`config.mk`:
```
export PLATFORM = sky130hd
export DESIGN_NAME = uart_rx_deser
export DESIGN_NICKNAME = d
export VERILOG_FILES = /design/src/rtl/uart_pkg.sv /design/src/rtl/sync_bit.sv /design/src/rtl/uart_rx_deser.sv
export SDC_FILE = /design/constraint.sdc
export NUM_CORES = 1
export LEC_CHECK = 0
export BUFFER_PORTS_ARGS = -buffer_cell sky130_fd_sc_hd__buf_4
export CAP_MARGIN = 20
export CELL_PAD_IN_SITES_DETAIL_PLACEMENT = 0
export CELL_PAD_IN_SITES_GLOBAL_PLACEMENT = 1
export CORE_MARGIN = 2
export CORE_UTILIZATION = 40
export DETAILED_ROUTE_END_ITERATION = 16
export PLACE_DENSITY_LB_ADDON = 0.3
export SLEW_MARGIN = 25
export SYNTH_ARGS = -nofsm -noshare
export SYNTH_HDL_FRONTEND = slang
export SYNTH_SLANG_ARGS = --single-unit
```
`constraint.sdc`:
```
create_clock -name clk -period 2.9 [get_ports clk]
set_input_delay 0.435 -clock clk [delete_from_list [all_inputs] [get_ports clk]]
set_output_delay 0.435 -clock clk [all_outputs]
set_load 0.005 [all_outputs]
```
`src/rtl/uart_pkg.sv`:
```
// Shared UART definitions: receiver/transmitter state encoding and divisor rules.
package uart_pkg;

    typedef enum logic [2:0] {
        ST_IDLE,
        ST_START,
        ST_DATA,
        ST_STOP,
        ST_BREAK
    } uart_state_e;

    localparam logic [15:0] MIN_DIVISOR = 16'd4;

    // Below four clocks per bit the mid-bit sample would land outside the bit.
    function automatic logic [15:0] clamp_divisor(input logic [15:0] div);
        return (div < MIN_DIVISOR) ? MIN_DIVISOR : div;
    endfunction

endpackage

```
`src/rtl/sync_bit.sv`:
```
// Multi-flop synchroniser for one asynchronous bit; reset loads RESET_VAL into every stage.
module sync_bit #(
    parameter int   STAGES    = 2,
    parameter logic RESET_VAL = 1'b1
) (
    input  logic clk,
    input  logic reset,
    input  logic d_i,
    output logic q_o
);

    logic [STAGES-1:0] sync_q;

    // NOTE: non-blocking assignments make each stage take the previous stage's old value,
    // giving a true shift chain rather than collapsing it into a single flop.
    always_ff @(posedge clk) begin
        if (reset) begin
            sync_q <= {STAGES{RESET_VAL}};
        end else begin
            sync_q <= {sync_q[STAGES-2:0], d_i};
        end
    end

    assign q_o = sync_q[STAGES-1];

endmodule

```
`src/rtl/uart_rx_deser.sv`:
```
// 8N1 UART receiver: synchronises rxd, samples mid-bit with a latched divisor,
// and reports each byte with a one-cycle strobe or a framing-error pulse.
module uart_rx_deser
    import uart_pkg::*;
#(
    parameter int SYNC_STAGES = 2   // must be at least 2
) (
    input  logic        clk,
    input  logic        reset,
    input  logic        rxd,
    input  logic [15:0] clkdiv,
    output logic [7:0]  rxdata,
    output logic        rxstb,
    output logic        framing_err,
    output logic        busy
);

    logic        rxs;
    uart_state_e state_q;
    logic [15:0] div_q;
    logic [15:0] div_d;
    logic [15:0] cnt_q;
    logic [2:0]  bit_idx_q;
    logic [7:0]  shift_q;
    logic [7:0]  rxdata_q;
    logic        rxstb_q;
    logic        ferr_q;
    logic        busy_q;
    logic        cnt_zero;

    sync_bit #(
        .STAGES    (SYNC_STAGES),
        .RESET_VAL (1'b1)
    ) u_sync (
        .clk   (clk),
        .reset (reset),
        .d_i   (rxd),
        .q_o   (rxs)
    );

    assign div_d    = clamp_divisor(clkdiv);
    assign cnt_zero = (cnt_q == 16'd0);

    always_ff @(posedge clk) begin
        if (reset) begin
            state_q   <= ST_IDLE;
            div_q     <= 16'd0;
            cnt_q     <= 16'd0;
            bit_idx_q <= 3'd0;
            shift_q   <= 8'h00;
            rxdata_q  <= 8'h00;
            rxstb_q   <= 1'b0;
            ferr_q    <= 1'b0;
            busy_q    <= 1'b0;
        end else begin
            // NOTE: strobes default low every cycle so each one is exactly one clock wide.
            rxstb_q <= 1'b0;
            ferr_q  <= 1'b0;
            case (state_q)
                ST_IDLE: begin
                    if (!rxs) begin
                        div_q   <= div_d;
                        cnt_q   <= div_d >> 1;
                        busy_q  <= 1'b1;
                        state_q <= ST_START;
                    end
                end
                ST_START: begin
                    if (!cnt_zero) begin
                        cnt_q <= cnt_q - 16'd1;
                    end else if (rxs) begin
                        busy_q  <= 1'b0;
                        state_q <= ST_IDLE;
                    end else begin
                        cnt_q     <= div_q - 16'd1;
                        bit_idx_q <= 3'd0;
                        state_q   <= ST_DATA;
                    end
                end
                ST_DATA: begin
                    if (!cnt_zero) begin
                        cnt_q <= cnt_q - 16'd1;
                    end else begin
                        shift_q <= {rxs, shift_q[7:1]};
                        cnt_q   <= div_q - 16'd1;
                        if (bit_idx_q == 3'd7) begin
                            state_q <= ST_STOP;
                        end else begin
                            bit_idx_q <= bit_idx_q + 3'd1;
                        end
                    end
                end
                ST_STOP: begin
                    if (!cnt_zero) begin
                        cnt_q <= cnt_q - 16'd1;
                    end else if (rxs) begin
                        rxdata_q <= shift_q;
                        rxstb_q  <= 1'b1;
                        busy_q   <= 1'b0;
                        state_q  <= ST_IDLE;
                    end else begin
                        ferr_q  <= 1'b1;
                        state_q <= ST_BREAK;
                    end
                end
                ST_BREAK: begin
                    // A held-low line is not a new start bit; wait for the line to recover.
                    if (rxs) begin
                        busy_q  <= 1'b0;
                        state_q <= ST_IDLE;
                    end
                end
                default: begin
                    busy_q  <= 1'b0;
                    state_q <= ST_IDLE;
                end
            endcase
        end
    end

    assign rxdata      = rxdata_q;
    assign rxstb       = rxstb_q;
    assign framing_err = ferr_q;
    assign busy        = busy_q;

endmodule

```
== Word-level counts from Yosys, hierarchy flattened ==
Cells that the tools add are included.
Word-level totals
  word-level logic and storage cells: 74
  bits of input ports: 19
  flip-flop bits (word level): 59
Operators by class
  muxes and demuxes: 27
  equality and inequality tests: 16
  add/subtract/negate cells: 3
  bitwise gates (word level): 4
  reduce and logical (&&, ||, !) cells: 13
  order comparisons: 1
Operator list (number)
  16-bit 2-to-1 mux: 6
  16-bit one-hot mux with 4 select lines: 1
  3-bit 2-to-1 mux: 11
  16-bit by 1-bit subtractor with 16-bit output (second input constant): 2
  16-bit logical NOT: 1
  16-bit by 3-bit less-than comparator with 1-bit output (second input constant): 1
  2-bit inequality test (second input constant): 8
  3-bit one-hot mux with 5 select lines: 1
  3-bit by 2-bit equality test with 1-bit output (second input constant): 2
  3-bit equality test (second input constant): 2
  3-bit one-hot mux with 2 select lines: 1
  3-bit AND reduction: 2
  6-bit AND reduction: 1
  1-bit 2-to-1 mux: 5
  5-bit AND reduction: 1
  2-bit by 1-bit inequality test with 1-bit output (second input constant): 2
  1-bit NOT: 4
  1-bit one-hot mux with 4 select lines: 1
  2-bit AND reduction: 2
  4-bit AND reduction: 1
  4-bit nonzero test: 1
  3-bit by 1-bit adder with 3-bit output (second input constant): 1
  3-bit by 1-bit equality test with 1-bit output (second input constant): 1
  3-bit logical NOT: 1
  5 further kinds: 5

== Logic depth before layout (Yosys ltp) ==
  depth in word-level cells: 4
  depth in mapped cells: 9
  depth with buffers taken out: 8

== Hierarchy ==
Synthesis repeated with hierarchy kept, for this count alone.
Second synthesis, totals
  cells, all modules: 413
  area total of the unflattened synthesis: 3243.1 sq um
Modules (own cells, without submodules)
  uart_rx_deser: area an instance 3190.6 sq um, times used 1, cells an instance 409
  sync_bit: area an instance 52.6 sq um, times used 1, cells an instance 4

== Worst setup path after synthesis ==
Ideal clock, no wire load.
  path kind: reg2reg
  start point: reg cnt_q[0]
  end point: reg cnt_q[14]
  setup time: 131 ps
  data arrival time: 1853 ps
  period minus slack after synthesis: 1984 ps
  setup slack: 916 ps
  path buffers: 1
  cell stages (with the launch flop): 10
  cells stage by stage: dfxtp_1 > inv_1 > ha_1 > or4b_1 > buf_2 > nor4_2 > xnor2_1 > a211oi_2 > a211oi_1 > nor3_2
On the way
  longest elaborated chain between the ends: 3
  elaborated cells on any way between the ends: 9
  those cells by class: 1 x add/sub; 2 x eq/ne; 4 x mux; 2 x reduce/logical
Ends and longest elaborated chain
  start: declaration: line uart_rx_deser.sv:22  | logic [15:0] cnt_q;
  start signal: assignment: line uart_rx_deser.sv:63  | cnt_q <= div_d >> 1;
  start signal: assignment: line uart_rx_deser.sv:70  | cnt_q <= cnt_q - 16'd1;
  start signal: assignment: line uart_rx_deser.sv:75  | cnt_q <= div_q - 16'd1;
  16-bit by 1-bit subtractor with 16-bit output / 16-bit logical NOT (equally long branches)
  16-bit 2-to-1 mux (tied with other cells): line uart_rx_deser.sv:94  | if (!cnt_zero) begin
  16-bit one-hot mux with 4 select lines / 4-bit AND reduction (equally long branches)
Several ways; a longest one is shown, not always the timed one. The select of a mux whose other input is x is not followed.
A chain may end at the register's enable or synchronous reset.

== Worst setup path after layout ==
  start point: reg cnt_q[0]
  end point: reg cnt_q[2]
Same word-level chain as after synthesis.

==> results.py <==
metrics = {
    "critical_path": {
        "critical_path.endpoint_type": "register",
        "crit_required_ns": 3.11,
        "cp_data_arrival_time_ns": 2.60,
        "path_class": "register to register",
        "startpoint_type": "register",
        "critical_path_fanouts_max": 20,
    },
    "logic_synthesis": {
        "synthesis.instances": 404,
        "number_of_warning_messages_in_the_yosys_log": 0,
        "synth-seq-cells": 59,
        "synth.lib_cells_used.distinct": 55,
        "avgSynthCellArea_um2": 7.916,
        "async_flop_share_pct": 0,
        "synth_flop_cell": "dfxtp_1",
        "register_area_share_after_synthesis_pct": 36.93,
        "synth_area_mm2": 0.003198,
        "synth_enable_flop_cells": 0,
        "synthesis.nets": 427,
    },
    "timing": {
        "number_of_endpoints_failing_setup_at_the_final_stage": 0,
        "report.final.hold_viol_count": 0,
        "timing_max_transition_violations_final": 0,
        "shortest_period_the_worst_path_allows_ns": 2.388,
        "setup_repair_after_global_routing_missed_its_margin": "false",
        "final.setup_skew_ns": 0.009829,
        "fmax_ghz": 0.4188,
        "period_utilization_post_route_pct": 82.34,
        "max_slew.worst_pin.slew_ns": 0.7268,
        "timing.max_slew.rel_slack_pct": 51.55,
        "worst_hold_slack_ns": 0.2753,
        "finalSetupTns_ns": 0,
    },
    "die": {
        "dieArea_mm2": 0.008726,
        "floorplan.initialDensity_pct": 41.39,
        "placeableCoreArea_mm2": 0.007727,
        "num_rows": 32,
        "die_h_um": 93.42,
        "floorplan.io_pins": 30,
        "fp.dieW_um": 93.42,
    },
    "min_path": {
        "min_path_type": "input port to register",
    },
    "clocking": {
        "htree_levels": 3,
        "clock_insertion_delay_worst_skew_ns": 0.34,
        "numCtsBuffers": 9,
        "cts_repair_resize_count": 0,
        "cts_tree": "built",
        "clk_root_buffer_cell": "clkbuf_8",
        "tritoncts_num_sinks": 59,
        "cts.path.max_buffers": 2,
        "post_cts.repair.setup_buffers": 0,
        "clkSlewWorstSetupHoldPaths_ns": 0.08,
        "cts_hold_repair.buffers": 0,
    },
    "power": {
        "seq_power_share_pct": 39.7,
        "power.switching_mw": 0.7175,
        "cellInternalPower_mw": 1.549,
        "power.clock.fraction_pct": 38.0,
        "cellPowerDensity_mw_per_mm2": 608.8,
        "power.leakage_nw": 1.433,
        "combinational_power_share_pct": 22.3,
        "switching_share_pct": 31.66,
        "worst_ir_drop_vdd_v": 0.0003739,
    },
    "job": {
        "maxCapViolations": 0,
    },
    "global_route": {
        "globalRouteOverflowTotal": 0,
        "grt.total_usage_pct": 20.07,
        "grt_start_max_net_pins": 60,
        "grt_first_pass_wirelength_mm": 13.85,
        "grt_antenna_before_repair": 0,
        "vias_in_the_first_global_route": 2761,
    },
    "layout": {
        "layout-drive-gt1-share_pct": 16.44,
        "n_antenna_cell": 0,
        "synthToLayoutAreaGrowth_pct": 16.39,
        "final_common_cell": "nand2_1",
        "layout_common_cells": "71 x nand2_1, 59 x dfxtp_1, 41 x nor2_1, 36 x buf_4, 35 x a21oi_1",
        "nNetsFinal": 450,
        "layout.cells.non_filler": 534,
    },
    "route": {
        "drt_drc_violations_left": 0,
        "via_per_inst": 5.596,
        "detailedRoute.firstIterationViolations": 157,
        "via_count": 2988,
        "detail_route.first_pass.iterations": 4,
        "routed_wl_mm": 8.234,
        "ant_nets": 0,
        "post_drt_wl_per_cell_um": 15.42,
    },
    "place": {
        "place_inst": 518,
        "port_buffers": 29,
        "detailedPlacementHpwl_mm": 5.675,
        "gp_congestion": 0.8362,
    },
    "status": {
        "status": "finished clean",
    },
}
## cells in the mapped netlist (5+ instances only)
cell type	count	share of area, %
nand2_1	71	8.3
a211oi_1	16	3.8
dfxtp_1	59	37
clkbuf_1	17	2.0
o21ai_1	7	1.1
nor3_1	18	2.8
o21ai_0	8	1.3
nor4_1	7	1.4
xnor2_1	12	3.3
buf_2	6	0.94
xor2_1	10	2.7
inv_1	5	0.59
nor2_1	41	4.8
a21oi_1	35	5.5
nand3_1	12	1.9
mux2i_1	10	3.1
## worst max-delay path, cell delays in order (launching register included)
cell	delay [ns]
dfxtp_1	0.41
inv_1	0.06
ha_1	0.25
nor4b_2	0.20
nand4_4	0.17
a31o_1	0.64
o21ai_0	0.21
a222oi_1	0.25
nor2_1	0.06
## final timing paths
check                                      start          endpoint  slack, ns  cells after the start
worst max-delay path                    cnt_q[0]          cnt_q[2]       0.51                      8
worst min register to register  u_sync.sync_q[0]  u_sync.sync_q[1]       0.42                      1
worst max register to register          cnt_q[0]          cnt_q[2]       0.51                      8
worst min-delay path                         rxd  u_sync.sync_q[0]       0.28                      2
## flip-flops by register name (all words and copies together) (netlist names)
name and flops:
cnt_q 16, div_q 16, rxdata 8, shift_q 8, bit_idx_q 3, state_q 3, u_sync.sync_q 2, busy 1
framing_err 1, rxstb 1
## logic make-up (layout without fill, tap and decap cells)
group	count (synthesis)	in the layout	share of synthesized area, %
buffers and inverters	29	57	3.638
adders and majority gates	4	4	1.565
and+or+nand+nor	192	192	31.57
muxes	11	11	3.482
AOI/OAI and AO/OA	87	87	16.78
DFF	59	59	36.93
xor gates and xnor gates	22	22	6.025
## final cells by class
class,instances,area (um^2)
multi-input combinational,316,1901
fill,754,4005
inverter,5,18.77
clock inverter,7,100.1
clock buffer,9,123.9
sequential,59,1181
timing repair buffer,36,270.3
tap,102,127.6
## metal layers
layer	wire [um]	up-vias	GRT usage (%)
li1	-	1491	-
met1	4108	1423	28.01
met2	3664	64	31.12
met3	350	10	3.787
met4	111	0	6.618
met5	0	-	0
## through the flow
stage | util [%] | instance area, um^2 | setup slack (ns) | power [mW]
2_1_floorplan | - | 3198 | 0.9158 | 1.286
3_3_place_gp | 45.27 | 3498 | 0.5801 | 1.416
3_5_place_dp | 45.27 | 3498 | 0.4872 | 1.418
4_1_cts | 48.17 | 3722 | 0.4902 | 2.279
5_1_grt | 48.17 | 3722 | 0.2263 | 2.383
6_report | 48.17 | 3722 | 0.5121 | 2.266
## power by group through the flow
stage	combinational [mW]	clock, mW	sequential [mW]
final	0.506	0.860	0.900
after global routing	0.561	0.915	0.907
after CTS	0.504	0.876	0.899
after detailed placement	0.501	0	0.918
after global placement	0.499	0	0.917
after floorplan	0.388	0	0.898
No activity file was read; power rests on OpenSTA's default activity.
